**src/rtl/multicycle_ctrl.sv**
```systemverilog
// rtl/multicycle_ctrl.sv - main control FSM for a multicycle 32-bit MIPS-style datapath
//
// Sequences IR, A/B, ALUOut, PC, register file and the shared memory through
// FETCH / DECODE / execute / writeback states, stalling on mem_ready.
//
// Optional feature macro: MULTICYCLE_CTRL_ADDI_EN (adds ADDI, opcode 6'h08,
// through states ADDIEX=11 and ADDIWB=12; without it 6'h08 is illegal).
//
// Ports:
//   clk           in   system clock, rising edge
//   reset         in   asynchronous active-high reset
//   opcode[5:0]   in   IR[31:26]
//   mem_ready     in   memory finished the current access this cycle
//   pc_write      out  unconditional PC load
//   pc_write_cond out  PC load qualified by ALU zero
//   i_or_d        out  memory address select (0=PC, 1=ALUOut)
//   mem_read      out  memory read request
//   mem_write     out  memory write request
//   ir_write      out  IR load
//   ab_write      out  A/B operand register load
//   mem_to_reg    out  writeback select (0=ALUOut, 1=MDR)
//   reg_dst       out  destination select (0=rt, 1=rd)
//   reg_write     out  register file write
//   alu_src_a     out  ALU A select (0=PC, 1=A)
//   alu_src_b[1:0] out ALU B select (0=B, 1=4, 2=imm, 3=imm<<2)
//   alu_op[1:0]   out  0=add, 1=sub, 2=funct-decoded
//   pc_source[1:0] out 0=ALU result, 1=ALUOut, 2=jump target
//   illegal_op    out  sticky undefined-opcode flag
//   state_dbg[3:0] out current state encoding

module multicycle_ctrl #(
    parameter logic [5:0] OP_RTYPE = 6'h00,
    parameter logic [5:0] OP_LW    = 6'h23,
    parameter logic [5:0] OP_SW    = 6'h2B,
    parameter logic [5:0] OP_BEQ   = 6'h04,
    parameter logic [5:0] OP_J     = 6'h02
) (
    input  logic       clk,
    input  logic       reset,
    input  logic [5:0] opcode,
    input  logic       mem_ready,
    output logic       pc_write,
    output logic       pc_write_cond,
    output logic       i_or_d,
    output logic       mem_read,
    output logic       mem_write,
    output logic       ir_write,
    output logic       ab_write,
    output logic       mem_to_reg,
    output logic       reg_dst,
    output logic       reg_write,
    output logic       alu_src_a,
    output logic [1:0] alu_src_b,
    output logic [1:0] alu_op,
    output logic [1:0] pc_source,
    output logic       illegal_op,
    output logic [3:0] state_dbg
);

    localparam logic [3:0] S_IDLE   = 4'd0;
    localparam logic [3:0] S_FETCH  = 4'd1;
    localparam logic [3:0] S_DECODE = 4'd2;
    localparam logic [3:0] S_MEMADR = 4'd3;
    localparam logic [3:0] S_MEMRD  = 4'd4;
    localparam logic [3:0] S_MEMWB  = 4'd5;
    localparam logic [3:0] S_MEMWR  = 4'd6;
    localparam logic [3:0] S_EXEC   = 4'd7;
    localparam logic [3:0] S_ALUWB  = 4'd8;
    localparam logic [3:0] S_BRANCH = 4'd9;
    localparam logic [3:0] S_JUMP   = 4'd10;
`ifdef MULTICYCLE_CTRL_ADDI_EN
    localparam logic [3:0] S_ADDIEX = 4'd11;
    localparam logic [3:0] S_ADDIWB = 4'd12;
    localparam logic [5:0] OP_ADDI  = 6'h08;
`endif

    logic [3:0] state;
    logic [3:0] next_state;
    logic       dec_illegal;

    always_ff @(posedge clk or posedge reset) begin
        if (reset) begin
            state      <= S_IDLE;
            illegal_op <= 1'b0;
        end else begin
            state <= next_state;
            // Sticky until reset: software inspects it after the fact.
            if (state == S_DECODE && dec_illegal) begin
                illegal_op <= 1'b1;
            end
        end
    end

    assign state_dbg = state;

    always_comb begin
        next_state    = S_FETCH;
        dec_illegal   = 1'b0;
        pc_write      = 1'b0;
        pc_write_cond = 1'b0;
        i_or_d        = 1'b0;
        mem_read      = 1'b0;
        mem_write     = 1'b0;
        ir_write      = 1'b0;
        ab_write      = 1'b0;
        mem_to_reg    = 1'b0;
        reg_dst       = 1'b0;
        reg_write     = 1'b0;
        alu_src_a     = 1'b0;
        alu_src_b     = 2'd0;
        alu_op        = 2'd0;
        pc_source     = 2'd0;

        case (state)
            S_IDLE: next_state = S_FETCH;
            S_FETCH: begin
                // PC+4 is computed every cycle; IR and PC only commit when
                // the instruction word actually arrives.
                mem_read   = 1'b1;
                alu_src_b  = 2'd1;
                ir_write   = mem_ready;
                pc_write   = mem_ready;
                next_state = mem_ready ? S_DECODE : S_FETCH;
            end
            S_DECODE: begin
                // Branch target computed speculatively into ALUOut.
                ab_write  = 1'b1;
                alu_src_b = 2'd3;
                case (opcode)
                    OP_LW, OP_SW: next_state = S_MEMADR;
                    OP_RTYPE:     next_state = S_EXEC;
                    OP_BEQ:       next_state = S_BRANCH;
                    OP_J:         next_state = S_JUMP;
`ifdef MULTICYCLE_CTRL_ADDI_EN
                    OP_ADDI:      next_state = S_ADDIEX;
`endif
                    default: begin
                        next_state  = S_FETCH;
                        dec_illegal = 1'b1;
                    end
                endcase
            end
            S_MEMADR: begin
                alu_src_a  = 1'b1;
                alu_src_b  = 2'd2;
                next_state = (opcode == OP_SW) ? S_MEMWR : S_MEMRD;
            end
            S_MEMRD: begin
                mem_read   = 1'b1;
                i_or_d     = 1'b1;
                next_state = mem_ready ? S_MEMWB : S_MEMRD;
            end
            S_MEMWB: begin
                reg_write  = 1'b1;
                mem_to_reg = 1'b1;
            end
            S_MEMWR: begin
                mem_write  = 1'b1;
                i_or_d     = 1'b1;
                next_state = mem_ready ? S_FETCH : S_MEMWR;
            end
            S_EXEC: begin
                alu_src_a  = 1'b1;
                alu_op     = 2'd2;
                next_state = S_ALUWB;
            end
            S_ALUWB: begin
                reg_write = 1'b1;
                reg_dst   = 1'b1;
            end
            S_BRANCH: begin
                alu_src_a     = 1'b1;
                alu_op        = 2'd1;
                pc_write_cond = 1'b1;
                pc_source     = 2'd1;
            end
            S_JUMP: begin
                pc_write  = 1'b1;
                pc_source = 2'd2;
            end
`ifdef MULTICYCLE_CTRL_ADDI_EN
            S_ADDIEX: begin
                alu_src_a  = 1'b1;
                alu_src_b  = 2'd2;
                next_state = S_ADDIWB;
            end
            S_ADDIWB: begin
                reg_write = 1'b1;
            end
`endif
            // Unused encodings: outputs stay 0, recover to FETCH.
            default: next_state = S_FETCH;
        endcase
    end

endmodule

```
**config.mk**
```make
export PLATFORM = sky130hd
export DESIGN_NAME = multicycle_ctrl
export DESIGN_NICKNAME = d
export VERILOG_FILES = /design/src/rtl/multicycle_ctrl.sv
export SDC_FILE = /design/constraint.sdc
export NUM_CORES = 1
export LEC_CHECK = 0
export ABC_AREA = 0
export BUFFER_PORTS_ARGS = -buffer_cell sky130_fd_sc_hd__buf_4
export CORE_AREA = 2 2 39 41
export CTS_BUF_LIST = sky130_fd_sc_hd__clkbuf_8
export DETAILED_ROUTE_END_ITERATION = 8
export DIE_AREA = 0 0 41 43
export PLACE_DENSITY = 0.68
export SLEW_MARGIN = 20
export SYNTH_ARGS = -nofsm -noshare
export SYNTH_HDL_FRONTEND = slang
export SYNTH_SLANG_ARGS = --single-unit
```
**constraint.sdc**
```tcl
create_clock -name clk -period 1.46 [get_ports clk]
set_input_delay 0.073 -clock clk [delete_from_list [all_inputs] [get_ports clk]]
set_output_delay 0.073 -clock clk [all_outputs]
set_load 0.01 [all_outputs]
```
==> reports/results.tsv, run 1 <==
metric	value	unit
status	completed	
path_clk_slew	0.04	ns
cts-root-buf	clkbuf_8	
grt.total_usage	16.75	%
chipWidth	41	um
cp-start-kind	register	
clk-insertion-delay-late	0.22	ns
path_max_fanout	8	
avgSynthCellArea	7.408	um2
max_freq	706.3	MHz
dr.pass1.iters	3	
endpoint_kind	output port	
p_int	0.0008788	W
cpLargestDelayFamily	simple AND/OR/NAND/NOR gates	
antenna_found_initial	0	
grt_first_pass_wirelength	2090	um
synth_seq_cells	5	
grt_max_degree	11	
dieArea	1763	um2
nets	109	
overflow	0	
vias	566	
p_switching	0.0005873	W
final_cell_area	807.0	um2
seqPwrFrac	20.0	%
cts_tree	done	
setup_viol	0	
drt_iter0_drc	11	
fin_skew	0.004125	ns
hold_violations	0	
routed_wl	1307	um
cpMaxStageDelayCell	dfrtp_2	
maxCapViolations	0	
drive_above_1_share	50.51	%
hold_path_class	input pin to register	
post_cts_buffers	0	
drc	0	
ant_nets	0	
fin_ws	0.04422	ns
finalMaxSlewViolations	0	
arrival	1.34	ns
viasPerCell	4.922	
fillers	132	
ir_worst_vdd	751.5	uV
ys_warn_count	0	
num_antenna_cells	0	
synth_cells	63	
placed_area	734.5	um2
io_pins	31	
port_buffers	30	
cts_made_buffers	3	
core-area	1384	um2
syn-num-nets	72	
wire_per_inst	11.37	um
htree_levels	1	
fp-row-count	14	
finalCritPeriodShare	96.97	%
critical_path_class	register to output port	
ys_types	27	
crit_chain	nand2b_1, nor2_1, or2_2, buf_4	
rsz0062_at_grt	yes	
combPwrFrac	63.0	%
relSlewSlack	82.82	%
grt_pass1_vias	528	
tightest_slew	0.2541	ns
area_delta_synth_final	72.92	%
cp.required	1.39	ns
power_density	1817	nW/um2
swShare	40.06	%
critPathMaxStageDelay	0.43	ns
clkPwrFrac	17.0	%
dpl.hpwl	1076	um
netlist_area	466.7	um2
pre_cts_ws	0.04243	ns
p_leak	0.3989	nW
clock_path_buffers	2	
start_util	33.73	%
gp_congestion	0.7316	
synth_seq_area_share	26.81	%
finalCriticalPeriod	1.416	ns
cts.sinks	5	
critPathBufInv	1	
die_h	43	um
## logic make-up after synthesis
family	Yosys count	share of synthesized area (%)
multiplexers	1	2.145
flip-flops	5	26.81
AO/OA/AOI/OAI	8	14.21
buffers and inverters	6	5.631
AND/OR/NAND/NOR	42	49.33
XOR/XNOR	1	1.877
## timing repair
| item | in CTS | in global routing |
|---|---|---|
| gates resized for setup | 2 | 5 |
| hold endpoints to repair | 5 | 0 |
| pin swaps | 0 | 0 |
| setup endpoints to repair | 3 | 3 |
| hold buffers | 1 | 0 |
## per-layer routing
layer | GRT usage, % | part of all wire (%) | vias to the layer above
li1 | - | - | 296
met1 | 21.90 | 41 | 251
met2 | 26.88 | 52 | 19
met3 | 2.094 | 7.7 | 0
met4 | 6.000 | 0 | 0
met5 | 0 | 0 | -
## flip-flops by register name, indices dropped and copies added, names as in the netlist
signal      cells
state_dbg       4
illegal_op      1
## final timing paths
path | startpoint | to | slack, ns | depth (start not counted)
max | state_dbg[0] | pc_write | 0.04 | 4
min | opcode[3] | state_dbg[1] | 0.17 | 3
max reg2reg | state_dbg[1] | state_dbg[2] | 0.20 | 3
min reg2reg | illegal_op | illegal_op | 0.46 | 1
max in group asynchronous | reset | state_dbg[2] | 0.94 | 3
min in group asynchronous | reset | illegal_op | 0.31 | 3
## synth_stat cells
cell type	instances	area share, %
a211oi_1	1	1.6
nor2_1	9	7.2
dfrtp_1	5	27
nand3b_1	1	1.6
a2111oi_2	1	3.2
nor2b_1	2	2.7
and2_1	1	1.3
nand3_1	4	4.3
inv_1	1	0.80
or4_4	1	2.4
o221ai_1	1	1.9
nand4_1	1	1.3
or2_2	2	2.7
nor3_1	7	7.5
xnor2_1	1	1.9
or3b_1	1	1.9
mux2i_1	1	2.1
clkbuf_1	2	1.6
o21ai_0	1	1.1
nand2_1	3	2.4
buf_1	2	1.6
o22ai_1	1	1.3
buf_4	1	1.6
a31o_1	1	1.9
nor4b_1	1	1.9
nand2b_1	9	12
a21o_1	2	3.2
## tightest hold or removal path, delay by kind of cell
kind	cells	cell delay (ns)
simple gates	2	0.18
buf+inv	1	0.09
## metrics by stage
step,std cells,total power (W),hold slack (ns),setup TNS [ns],utilization (%)
after floorplan,63,0.0007515,-0.1485,0,-
after global placement,110,0.001181,-0.008955,0,53.07
after detailed placement,110,0.001200,-0.005795,0,53.07
after CTS,115,0.001463,0.1620,0,57.23
after global routing,115,0.001587,0.1908,-0.06384,58.32
final,115,0.001466,0.1693,0,58.32
## layout by cell type (no fill, tap or decap), drive strengths merged
cell / instances
nor4b: 1
buf: 36
nor2: 9
o21ai: 1
dlygate4sd3: 1
clkbuf: 3
a211oi: 1
a21o: 2
a31o: 1
nand2: 3
and2: 1
a2111oi: 1
or2: 2
nand3: 4
or4: 1
inv: 2
o22ai: 1
dfrtp: 5
nor2b: 2
nand3b: 1
mux2i: 1
or3b: 1
nand4: 1
o221ai: 1
nand2b: 9
xnor2: 1
nor3: 7
## final cells by class
cell class / count / area [um2] / share of cell area (%)
clock buffer: 3 / 41.29 / 5.116
clock inverter: 1 / 3.754 / 0.4651
inverter: 1 / 3.754 / 0.4651
multi-input combinational: 52 / 327.8 / 40.62
sequential: 5 / 130.1 / 16.12
tap: 16 / 20.02 / 2.481
timing repair buffer: 37 / 280.3 / 34.73
## power groups by stage
stage	clock network [W]	registers, W	logic [W]
2_1_floorplan	0	0.000263	0.000488
3_3_place_gp	0	0.000280	0.000901
3_5_place_dp	0	0.000281	0.000919
4_1_cts	0.000254	0.000285	0.000924
5_1_grt	0.000267	0.000308	0.00101
6_report	0.000250	0.000293	0.000924
No activity file was read; power rests on OpenSTA's default activity.
==> run 2, diff against run 1 <==
--- a/config.mk
+++ b/config.mk
@@ -7,10 +7,11 @@
 export LEC_CHECK = 0
 export ABC_AREA = 0
 export BUFFER_PORTS_ARGS = -buffer_cell sky130_fd_sc_hd__buf_4
-export CORE_AREA = 2 2 39 41
+export CORE_MARGIN = 10
+export CORE_UTILIZATION = 35
 export CTS_BUF_LIST = sky130_fd_sc_hd__clkbuf_8
 export DETAILED_ROUTE_END_ITERATION = 8
-export DIE_AREA = 0 0 41 43
+export MAX_ROUTING_LAYER = met4
 export PLACE_DENSITY = 0.68
 export SLEW_MARGIN = 20
 export SYNTH_ARGS = -nofsm -noshare
==> run 2 against run 1 <==
Clock-buffer cell count is the same; hold slack lost 0.0074 ns; maximum frequency grew 0.77%; critical path depth is the same; combinational power grew 10%; non-clock buffer count grew 3; critical endpoint is now ab_write.
==> reports/results.tsv, run 2 (same netlist as run 1, synthesis figures left out) <==
metric	value	unit	change
status	completed		unchanged
wire_per_inst	14.11	um	was 11.37 um
critPathMaxStageDelay	0.44	ns	was 0.43 ns
grt.total_usage	9.885	%	was 16.75%
num_antenna_cells	0		unchanged
crit_chain	buf_4, nor3_1, buf_4, buf_4		was nand2b_1, nor2_1, or2_2, buf_4
cpMaxStageDelayCell	dfrtp_2		unchanged
ir_worst_vdd	1217	uV	was 751.5 uV
start_util	36.32	%	was 33.73%
cp.depth	4		unchanged
relSlewSlack	80.61	%	was 82.82%
critPathBufInv	3		was 1
fp-row-count	13		was 14
arrival	1.33	ns	was 1.34 ns
overflow	0		unchanged
largest_register_ff_count	4		unchanged
grt_first_pass_wirelength	2573	um	was 2090 um
setup_viol	0		unchanged
drive_above_1_share	50.98	%	was 50.51%
critical_path_class	register to output port		unchanged
grt_max_degree	11		unchanged
dieArea	3194	um2	was 1763 um2
hold_violations	0		unchanged
tightest_slew	0.2903	ns	was 0.2541 ns
endpoint_kind	output port		unchanged
final_cell_mix	buf_4 (38), nand2b_1 (9), nor2_1 (8)		was buf_4 (36), nand2b_1 (9), nor2_1 (8)
vias	586		was 566
clock_path_buffers	2		unchanged
maxCapViolations	0		unchanged
viasPerCell	5.009		was 4.922
finalCritPeriodShare	96.23	%	was 96.97%
io_pins	31		unchanged
cts_tree	done		unchanged
grt_pass1_vias	603		was 528
clk-insertion-delay-late	0.22	ns	about the same
dpl.hpwl	1255	um	was 1076 um
chipWidth	56.52	um	was 41 um
cp_common_cell	buf_4		
gp_congestion	0.8135		was 0.7316
htree_levels	1		unchanged
cp.required	1.39	ns	about the same
cts.sinks	5		unchanged
routed_wl	1651	um	was 1307 um
ant_nets	0		unchanged
nets	112		was 109
area_delta_synth_final	76.94	%	was 72.92%
layout_commonest_cell	buf_4		unchanged
reg2reg_depth	4		was 3
die_h	56.52	um	was 43 um
dr.pass1.iters	3		unchanged
core-area	1285	um2	was 1384 um2
path_max_fanout	8		unchanged
finalPower	0.001544	W	was 0.001466 W
antenna_found_initial	0		unchanged
rsz0062_at_grt	yes		unchanged
finalCriticalPeriod	1.405	ns	was 1.416 ns
cp-start-kind	register		unchanged
cts_made_buffers	3		unchanged
cpLargestDelayFamily	buffers and inverters		was simple AND/OR/NAND/NOR gates
drc	0		unchanged
power_density	1869	nW/um2	was 1817 nW/um2
cts-root-buf	clkbuf_8		unchanged
path_clk_slew	0.03	ns	was 0.04 ns
finalMaxSlewViolations	0		unchanged
drt_iter0_drc	6		was 11
hold_path_class	input pin to register		unchanged
port_buffers	30		unchanged
fin_skew	0.002380	ns	was 0.004125 ns
tns	0	ns	unchanged
hold_path_depth	3		unchanged
p_leak	0.4138	nW	was 0.3989 nW
max_freq	711.8	MHz	was 706.3 MHz
## run 2: cell types whose count changed in the layout (fill, tap and decap cells not counted)
cell / previous run / this run
buf_4: 36 / 38
clkbuf_2: 0 / 1
nor2_2: 1 / 0
nor2_4: 0 / 1
nor3_1: 5 / 6
nor3_2: 2 / 1
## run 2: report_power, final
group	internal, W	leakage (nW)	switching [W]
logic	0.000540	0.332	0.000480
clock network	0.000180	0.0269	0.0000675
registers	0.000200	0.0551	0.0000764
## run 2: per-layer routing
metal / part of all wire, % / GRT usage, % / up-vias / wire, um
met5: 0 / - / - / 0
li1: - / - / 300 / -
met2: 48 / 15.83 / 25 / 798
met4: 1.3 / 4.124 / 0 / 22
met3: 9.2 / 4.494 / 2 / 152
met1: 41 / 10.24 / 259 / 677
## run 2: layout make-up
type	count	area, um2
Fill cell	121	459.2
Clock inverter	1	3.754
Inverter	1	3.754
Multi-Input combinational cell	52	327.8
Tap cell	15	18.77
Clock buffer	3	41.29
Sequential cell	5	130.1
Timing Repair Buffer	40	300.3
## run 2: worst min-delay path: stages
cell and delay, ns:
buf_4 0.09, nand4_1 0.08, nand3_1 0.09
## run 2: worst paths after layout
check                                   from           end  slack [ns]
worst max-delay path            state_dbg[2]      ab_write        0.06
worst min-delay path               opcode[3]  state_dbg[1]        0.16
worst max register to register  state_dbg[1]  state_dbg[2]        0.09
worst min register to register    illegal_op    illegal_op        0.47
max in group asynchronous              reset  state_dbg[2]        0.96
min in group asynchronous              reset  state_dbg[0]        0.32
## run 2: timing repair
item                                    in CTS  in global routing
pin swaps                                    0                  0
hold buffers                                 1                  0
gates resized for setup                      3                  4
endpoints found under the setup margin       4                  3
buffers inserted                             1                  3
endpoints found under the hold margin        5                  0
## run 2: through the flow
step | hold slack, ns | instance area, um2 | utilization (%) | instances | setup WS [ns]
floorplan | -0.1485 | 466.7 | - | 63 | 0.04562
global placement | -0.01832 | 725.7 | 56.48 | 108 | 0.04821
detailed placement | -0.01547 | 725.7 | 56.48 | 108 | 0.03554
CTS | 0.1598 | 792.0 | 61.64 | 114 | 0.009756
global route | 0.1722 | 825.8 | 64.26 | 117 | -0.0005481
finish | 0.1619 | 825.8 | 64.26 | 117 | 0.05508
==> run 3, diff against run 2 <==
--- a/config.mk
+++ b/config.mk
@@ -11,6 +11,7 @@
 export CORE_UTILIZATION = 35
 export CTS_BUF_LIST = sky130_fd_sc_hd__clkbuf_8
 export DETAILED_ROUTE_END_ITERATION = 8
+export GPL_TIMING_DRIVEN = 0
 export MAX_ROUTING_LAYER = met4
 export PLACE_DENSITY = 0.68
 export SLEW_MARGIN = 20
==> run 3 against run 2 <==
Wire length decreased by 9.4%; clock skew decreased by 0.0020 ns; critical path depth unchanged; total power increased by 4.2%; combinational power increased by 7%; final area increased by 4.7%; maximum frequency decreased by 0.16%; cell count decreased by 3.4%; clock power decreased by 2%; global-route usage decreased by 0.83 points; flip-flop and latch count unchanged; first-iteration DRC count increased by 17%; critical path type unchanged; largest cell class unchanged.
==> reports/results.tsv, run 3 (same netlist as run 1, synthesis figures left out) <==
metric	value	unit	change
die_h	56.52	um	unchanged
viasPerCell	5.097		was 5.009
num_antenna_cells	0		unchanged
whs	0.1659	ns	was 0.1619 ns
cp.required	1.39	ns	about the same
path_max_fanout	5		was 8
clk-insertion-delay-late	0.22	ns	about the same
clock_path_buffers	2		unchanged
rsz0062_at_grt	yes		unchanged
max_freq	710.7	MHz	was 711.8 MHz
fillers	103		was 121
arrival	1.33	ns	about the same
critPathMaxStageDelay	0.41	ns	was 0.44 ns
grt_pass1_vias	554		was 603
wl_met3	150	um	was 152 um
drive_above_1_share	57.14	%	was 50.98%
port_buffers	30		unchanged
drt_iter0_drc	7		was 6
combPwrFrac	67.8	%	was 66.0%
tightest_slew	0.2972	ns	was 0.2903 ns
drt-met1-wl	655	um	was 677 um
hold_path_class	input pin to register		unchanged
dr.pass1.iters	4		was 3
relSlewSlack	80.15	%	was 80.61%
drc	0		unchanged
routed_wl	1496	um	was 1651 um
finalCriticalPeriod	1.407	ns	was 1.405 ns
final_cell_mix	buf_4 (31), nor2_1 (6), nand2b_1 (5)		was buf_4 (38), nand2b_1 (9), nor2_1 (8)
finalCritPeriodShare	96.38	%	was 96.23%
cts.sinks	5		unchanged
cts-root-buf	clkbuf_8		unchanged
grt_max_degree	11		unchanged
grt_first_pass_wirelength	2463	um	was 2573 um
grt.total_usage	9.057	%	was 9.885%
p_switching	0.0006625	W	was 0.0006234 W
setup_viol	0		unchanged
chipWidth	56.52	um	unchanged
critical_path_class	register to output port		unchanged
path_clk_slew	0.03	ns	about the same
start_util	36.32	%	unchanged
cts_made_buffers	3		unchanged
cpLargestDelayFamily	simple AND/OR/NAND/NOR gates		was buffers and inverters
finalPower	0.001609	W	was 0.001544 W
largest_register_ff_count	4		unchanged
swShare	41.17	%	was 40.39%
nets	108		was 112
ir_worst_vdd	1347	uV	was 1217 uV
hold_violations	0		unchanged
gp_congestion	0.8142		was 0.8135
post_cts_buffers	0		was 1
pre_cts_ws	-0.02985	ns	was 0.03554 ns
cts_tree	done		unchanged
overflow	0		unchanged
layout_commonest_cell	buf_4		unchanged
r2r_setup_slack	0.18	ns	was 0.09 ns
status	completed		unchanged
htree_levels	1		unchanged
power_density	1861	nW/um2	was 1869 nW/um2
antenna_found_initial	0		unchanged
crit_chain	nand2b_2, nor2_1, or2_2, buf_4		was buf_4, nor3_1, buf_4, buf_4
fin_ws	0.05290	ns	was 0.05508 ns
clkPwrFrac	15.1	%	was 16.0%
p_leak	0.4067	nW	was 0.4138 nW
top_layer	met3		was met4
fp-row-count	13		unchanged
area_delta_synth_final	85.25	%	was 76.94%
maxCapViolations	0		unchanged
vias	576		was 586
cpMaxStageDelayCell	dfrtp_2		unchanged
critPathBufInv	1		was 3
met2_length	690	um	was 798 um
wire_per_inst	13.24	um	was 14.11 um
dieArea	3194	um2	unchanged
p_int	0.0009466	W	was 0.0009202 W
cp-start-kind	register		unchanged
io_pins	31		unchanged
finalMaxSlewViolations	0		unchanged
ant_nets	0		unchanged
seqPwrFrac	17.1	%	was 17.9%
core-area	1285	um2	unchanged
endpoint_kind	output port		unchanged
fin_skew	0.0003688	ns	was 0.002380 ns
dpl.hpwl	1190	um	was 1255 um
==> run 3: changes by cell type in the layout (fill, tap and decap cells not counted), sizes merged <==
cell,before,now
clkbuf,4,3
buf,38,35
==> run 3: cell type report <==
type / count / area [um2] / area share, %
multi-input cells: 52 / 376.6 / 43.56
repair buffers: 31 / 239.0 / 27.64
flip-flops and latches: 5 / 128.9 / 14.91
plain buffers: 5 / 52.55 / 6.078
clock buffers: 3 / 41.29 / 4.776
well taps: 15 / 18.77 / 2.171
clock inverters: 1 / 3.754 / 0.4342
inverters: 1 / 3.754 / 0.4342
==> run 3: power groups by stage <==
| stage | clock network [W] | registers [W] | logic, W |
|---|---|---|---|
| after floorplan | 0 | 0.000263 | 0.000488 |
| after global routing | 0.000261 | 0.000286 | 0.00118 |
| after CTS | 0.000252 | 0.000259 | 0.00100 |
| after detailed placement | 0 | 0.000250 | 0.000912 |
| final | 0.000243 | 0.000275 | 0.00109 |
| after global placement | 0 | 0.000248 | 0.000904 |
==> run 3: path summary, 6_finish.rpt <==
kind | startpoint | to | depth (start not counted)
worst max-delay path | state_dbg[0] | pc_write | 4
worst min-delay path | opcode[3] | state_dbg[1] | 3
worst max register to register | state_dbg[0] | state_dbg[2] | 3
worst min register to register | illegal_op | illegal_op | 1
max in group asynchronous | reset | state_dbg[2] | 3
min in group asynchronous | reset | state_dbg[3] | 3
==> run 3: per-stage QoR <==
stage	instance area, um2	setup TNS [ns]	utilization [%]	cells
4_1_cts	807.0	0	62.80	113
6_report	864.6	0	67.28	113
3_3_place_gp	710.7	-0.03165	55.31	108
2_1_floorplan	466.7	0	-	63
5_1_grt	864.6	-0.01949	67.28	113
3_5_place_dp	710.7	-0.02985	55.31	108
==> run 3: worst reg2reg max path: cells and delay by family (launching register included) <==
kind	cells	cell delay [ns]
DFF	1	0.44
AOI/OAI and AO/OA	2	0.53
buffers and inverters	1	0.19
==> run 3: repair_timing <==
item | in CTS | in global routing
hold endpoints to repair | 5 | 0
hold buffers | 1 | 0
resized for setup | 13 | 19
setup endpoints to repair | 12 | 7
==> run 3: metal layers <==
metal	up-vias	track usage [%]
li1	296	-
met3	0	4.045
met2	23	13.79
met1	257	10.63
met4	0	2.062
met5	-	-
